`config.mk`:
```
export PLATFORM = sky130hd
export DESIGN_NAME = clk_mod_decoder
export DESIGN_NICKNAME = d
export VERILOG_FILES = /design/src/rtl/clk_mod_pkg.sv /design/src/rtl/clk_mod_gap_detector.sv /design/src/rtl/clk_mod_decoder.sv
export SDC_FILE = /design/constraint.sdc
export NUM_CORES = 1
export LEC_CHECK = 0
export ABC_AREA = 1
export BUFFER_PORTS_ARGS = -buffer_cell sky130_fd_sc_hd__buf_4
export CORE_MARGIN = 2
export CORE_UTILIZATION = 56
export DETAILED_ROUTE_END_ITERATION = 10
export GPL_ROUTABILITY_DRIVEN = 0
export MAX_ROUTING_LAYER = met4
export PLACE_DENSITY = 0.77
export SETUP_SLACK_MARGIN = 0.5
export SLEW_MARGIN = 20
export SYNTH_ARGS = -nofsm -noshare
export SYNTH_HDL_FRONTEND = slang
export SYNTH_HIERARCHICAL = 1
export SYNTH_SLANG_ARGS = --single-unit
export TNS_END_PERCENT = 100
```
`constraint.sdc`:
```
create_clock -name sysClk -period 1.7 [get_ports sysClk]
set_input_delay 0.17 -clock sysClk [delete_from_list [all_inputs] [get_ports sysClk]]
set_output_delay 0.17 -clock sysClk [all_outputs]
set_load 0.02 [all_outputs]
```
`src/rtl/clk_mod_pkg.sv`:
```
`default_nettype none
// ============================================================================
// Module      : clk_mod_pkg
// Description : Shared configuration, state type and pattern helper for the
//               modulated-clock decoder.
//               Frame layout: FRAME_LEN cycles, NPULSE one-cycle highs at
//               even counts 0..2*(NPULSE-1), low everywhere else.
// Revision    : 1.0 - initial release
// ============================================================================
package clk_mod_pkg;

  localparam int FRAME_LEN   = 16;  // cycles per frame, power of two
  localparam int NPULSE      = 7;   // high pulses per frame
  localparam int GAP_MIN     = 2;   // lows that qualify as an inter-frame gap
  localparam int LOCK_FRAMES = 2;   // clean frames needed before lock
  localparam int CNT_W       = 4;   // log2(FRAME_LEN)

  // Sized forms of the above, so comparisons against CNT_W-bit registers
  // stay width-matched.
  localparam logic [CNT_W-1:0] GAP_MIN_CNT = CNT_W'(GAP_MIN);
  localparam logic [CNT_W-1:0] LOCK_CNT    = CNT_W'(LOCK_FRAMES);
  localparam logic [CNT_W-1:0] LAST_PHASE  = CNT_W'(FRAME_LEN - 1);
  // One extra bit: 2*NPULSE may equal FRAME_LEN.
  localparam logic [CNT_W:0]   PULSE_SPAN  = (CNT_W + 1)'(2 * NPULSE);

  typedef enum logic {
    HUNT  = 1'b0,
    TRACK = 1'b1
  } state_e;

  // Value the generator drives at count p.
  function automatic logic expected_bit(input logic [CNT_W-1:0] p);
    return ({1'b0, p} < PULSE_SPAN) && !p[0];
  endfunction

endpackage
`default_nettype wire

```
`src/rtl/clk_mod_gap_detector.sv`:
```
`default_nettype none
// ============================================================================
// Module      : clk_mod_gap_detector
// Description : Registers the incoming modulated clock and flags a start of
//               frame: a high sample preceded by at least GAP_MIN lows.
// Ports       : sysClk    in  clock, rising edge
//               sysRst    in  synchronous active-low reset
//               clkMod_i  in  modulated clock from the generator
//               din_o     out registered clkMod sample
//               sof_o     out start-of-frame flag for the din_o sample
// Revision    : 1.0 - initial release
// ============================================================================
module clk_mod_gap_detector
  import clk_mod_pkg::*;
(
  input  logic sysClk,
  input  logic sysRst,
  input  logic clkMod_i,
  output logic din_o,
  output logic sof_o
);

  logic             din_q;
  logic [CNT_W-1:0] low_run_q;
  logic [CNT_W-1:0] low_run_d;

  // Run of lows seen before the current din_q; saturating keeps it small
  // and long idle periods still qualify as a gap.
  always_comb begin
    low_run_d = low_run_q;
    if (din_q) begin
      low_run_d = '0;
    end else if (low_run_q != GAP_MIN_CNT) begin
      low_run_d = low_run_q + 1'b1;
    end
  end

  always_ff @(posedge sysClk) begin
    if (!sysRst) begin
      din_q     <= 1'b0;
      low_run_q <= '0;
    end else begin
      din_q     <= clkMod_i;
      low_run_q <= low_run_d;
    end
  end

  assign din_o = din_q;
  assign sof_o = din_q && (low_run_q == GAP_MIN_CNT);

endmodule
`default_nettype wire

```
`src/rtl/clk_mod_decoder.sv`:
```
`default_nettype none
// ============================================================================
// Module      : clk_mod_decoder
// Description : Receive side of the modulated-clock link. Aligns to the
//               inter-frame gap, rebuilds the generator count as phase,
//               checks every sample against the expected pattern and
//               reports lock, frame strobes and errors.
// Ports       : sysClk      in  clock, rising edge
//               sysRst      in  synchronous active-low reset
//               clkMod      in  modulated clock, synchronous to sysClk
//               phase       out recovered generator count
//               phaseValid  out phase meaningful this cycle
//               frameStrobe out pulse when phase==0 and phaseValid
//               locked      out alignment confirmed
//               errPulse    out pulse on a pattern mismatch while tracking
//               errCount    out saturating mismatch count
// Revision    : 1.0 - initial release
// ============================================================================
module clk_mod_decoder
  import clk_mod_pkg::*;
(
  input  logic             sysClk,
  input  logic             sysRst,
  input  logic             clkMod,
  output logic [CNT_W-1:0] phase,
  output logic             phaseValid,
  output logic             frameStrobe,
  output logic             locked,
  output logic             errPulse,
  output logic [7:0]       errCount
);

  logic din;
  logic sof;

  clk_mod_gap_detector u_gap (
    .sysClk   (sysClk),
    .sysRst   (sysRst),
    .clkMod_i (clkMod),
    .din_o    (din),
    .sof_o    (sof)
  );

  state_e           state_q;
  logic [CNT_W-1:0] exp_phase_q;
  logic [CNT_W-1:0] good_frames_q;

  always_ff @(posedge sysClk) begin
    if (!sysRst) begin
      state_q       <= HUNT;
      exp_phase_q   <= '0;
      good_frames_q <= '0;
      phase         <= '0;
      phaseValid    <= 1'b0;
      frameStrobe   <= 1'b0;
      locked        <= 1'b0;
      errPulse      <= 1'b0;
      errCount      <= '0;
    end else begin
      errPulse <= 1'b0;
      // Looks at the registered count, so lock follows one cycle after the
      // frame that completes the run; a mismatch below overrides it.
      locked   <= (good_frames_q == LOCK_CNT) && (state_q == TRACK);

      case (state_q)
        HUNT: begin
          if (sof) begin
            state_q     <= TRACK;
            exp_phase_q <= CNT_W'(1);
            phase       <= '0;
            phaseValid  <= 1'b1;
            frameStrobe <= 1'b1;
          end else begin
            phaseValid  <= 1'b0;
            frameStrobe <= 1'b0;
          end
        end

        TRACK: begin
          if (din == expected_bit(exp_phase_q)) begin
            phase       <= exp_phase_q;
            phaseValid  <= 1'b1;
            frameStrobe <= (exp_phase_q == '0);
            // FRAME_LEN is a power of two, so the natural wrap is mod FRAME_LEN.
            exp_phase_q <= exp_phase_q + 1'b1;
            if ((exp_phase_q == LAST_PHASE) && (good_frames_q != LOCK_CNT)) begin
              good_frames_q <= good_frames_q + 1'b1;
            end
          end else begin
            // A mismatch is never reused as a start of frame: we leave for
            // HUNT and only the next qualified gap can realign.
            errPulse      <= 1'b1;
            if (errCount != 8'hFF) begin
              errCount <= errCount + 1'b1;
            end
            phaseValid    <= 1'b0;
            frameStrobe   <= 1'b0;
            locked        <= 1'b0;
            good_frames_q <= '0;
            state_q       <= HUNT;
          end
        end

        default: state_q <= HUNT;
      endcase
    end
  end

endmodule
`default_nettype wire
```
==> reports/results.tsv <==
metric	value	unit
final instance area	0.00217	mm2
grt met1 use	27.1	%
Total Routing Usage GR	23.4	%
post-placement cell area	0.00171	mm2
worst vdd ir	797	uV
fin crit period	1310	ps
I/O pin count	19	
Clock Power Share	34.8	%
DR DRC count	0	
Reg-to-Reg Start	errCount[2]	
die height	56.0	um
largest area contributor in the netlist	dfxtp_1	
initial core utilization	60.0	%
fin crit share	77.0	%
flops & latches, synth	29	
Root Buffer	clkbuf_4	
Req. time, crit path	1940	ps
reg2reg setup slack	390	ps
syn nets	222	
Worst Path Arrival	1550	ps
Synth top area share	38.4	%
worst setup path end	errCount[5]	
clk_lat worst skew	330	ps
post-synthesis cell area	0.00151	mm2
H-tree levels	2	
worst r2r path cells	7	
GRT overflow	0	
die footprint	0.00313	mm2
initial antenna violation count	0	
RSZ-0062 raised after global routing	yes	
final hold vios	0	
CTS buffer count	5	
Vias	1664	
max-cap violation count	0	
Core Util, Final	86.1	%
pwr dens	644	mW/mm2
Worst Skew	7.85	ps
setup violators final	0	
worst-case clock buffer depth	2	
Core Area	0.00252	mm2
warnings from Yosys	6	
final net count	266	
Logic pwr share	14.5	%
Slew @ Worst Pin	371	ps
TritonCTS clock tree	built	
DRT antenna net count	0	
n_diodes	0	
Sw Pwr	382	uW
# clock sinks	29	
status	finished clean	
Die Wd	56.0	um
r2r endpoint	errCount[5]	
DR vias/cell	5.80	
gr busiest metal	met2	
met3 GRT Util	7.67	%
leak pwr	0.000987	uW
CP Launch Type	flip-flop	
number of global-route vias before repair	1262	
total iterations of the first detailed-routing run	6	
sequential element share of the synthesized area	38.4	%
worst rel slew slack	75.2	%
site row count	18	
Sum Neg Setup Slack	0	ps
DRT Wirelength	4.39	mm
global-route wire length before repair	5.60	mm
dpl cells	257	
CP endpoint kind	flip-flop	
HPWL Detailed	2.19	mm
layout cell share with drive strength beyond 1	45.5	%
PortBufs	18	
Non-Filler Instances	287	
Setup CP Type	flip-flop to flip-flop	
routing usage on met2	37.3	%
top post-synthesis cells by area	dfxtp_1, nand2_1, nor2_1	
fmax	0.764	GHz
largest net degree at the start of global routing	21	
Worst-path clk slew	100	ps
count of different cell masters after synthesis	29	
overall power	1400	uW
sequential power share	50.7	%
Synth Instances	212	
Setup crit start	errCount[2]	
crit path max fanout	6	
Max Slew Vio Count	0	
area grow syn2layout	43.6	%
HP Class	primary input to flip-flop	
Routed wire per std cell	15.3	um
commonest non-fill, non-tap cells in the layout	buf_4, nand2_1, nor2_1, inv_1, dfxtp_1	
internal power	1020	uW
Synth Area per Inst	7.14	um2
commonest non-fill, non-tap cell in the layout	buf_4	
number of DRC markers in iteration 0	98	
Sw Ratio	27.4	%
==> sequential cells by signal (all words and copies together) (netlist names), 4 cells and up <==
name and cells:
u_gap/low_run_q 4, phase 4, good_frames_q 4, exp_phase_q 4, errCount 8
==> layer usage <==
metal  wire [um]  up-vias  part of all wire [%]
met2        2170       92                    49
met3         289       30                   6.6
li1            -      766                     -
met5           0        -                     0
met4         230        0                   5.2
met1        1710      776                    39
==> how the worst min path moves through the flow <==
stage,start,end,slack (ps),cells after the start
2_1_floorplan,sysRst,u_gap/din_o,260,2
3_3_place_gp,clkMod,u_gap/din_o,360,3
3_5_place_dp,clkMod,u_gap/din_o,360,3
4_1_cts,clkMod,u_gap/din_o,10,3
5_1_grt,clkMod,u_gap/din_o,30,3
6_report,clkMod,u_gap/din_o,30,3
==> cell type report <==
class | instances | area (um2)
repair buffers | 39 | 297
inverters | 27 | 106
clock inverters | 1 | 5.00
multi-input cells | 154 | 1040
clock buffers | 7 | 65.1
fillers | 135 | 350
flip-flops and latches | 29 | 617
well taps | 30 | 37.5
==> stage by stage <==
stage,hold slack (ps),setup WS [ps]
after floorplan,263,503
after global placement,358,365
after detailed placement,364,294
after CTS,14.3,436
after global routing,31.5,309
final,26.0,391
==> cell usage after synthesis, drive strengths merged <==
master / number
a31oi: 1
xnor2: 2
a21oi: 11
or2: 1
nand3b: 2
inv: 27
dfxtp: 29
nor2: 41
nand3: 20
xor2: 1
a21boi: 1
buf: 2
o21ai: 5
nor3: 1
nand2: 53
clkbuf: 1
nand4: 6
ha: 7
o22ai: 1
==> cell families after synthesis <==
| family | count (synthesis) | synth area share (%) |
|---|---|---|
| flops | 29 | 38.4 |
| buf+inv | 30 | 7.77 |
| xor+xnor | 3 | 1.74 |
| fa+ha+maj | 7 | 5.79 |
| simple gates | 124 | 39.7 |
| compound gates | 19 | 6.62 |
==> power groups by stage <==
stage               clock network [uW]  logic, uW  registers, uW
floorplan                            0        101            729
global placement                     0        122            730
detailed placement                   0        128            731
CTS                                489        147            711
global route                       516        221            710
finish                             487        203            708
==> repair_timing <==
item,in CTS,in global routing
cloned,0,1
buffers inserted,6,15
hold buffers,0,0
resized for setup,13,52
setup endpoints to repair,24,23
pin swaps,7,16
==> worst max-delay path, cell delays in order, from the launching register on <==
cell and delay, ps:
dfxtp_1 480, nand3_1 150, nor2_1 170, nand2_1 100, nor2_2 130, nand2_1 70, nand2_1 70, nor2_1 40
(Power assumes the default switching activity.)
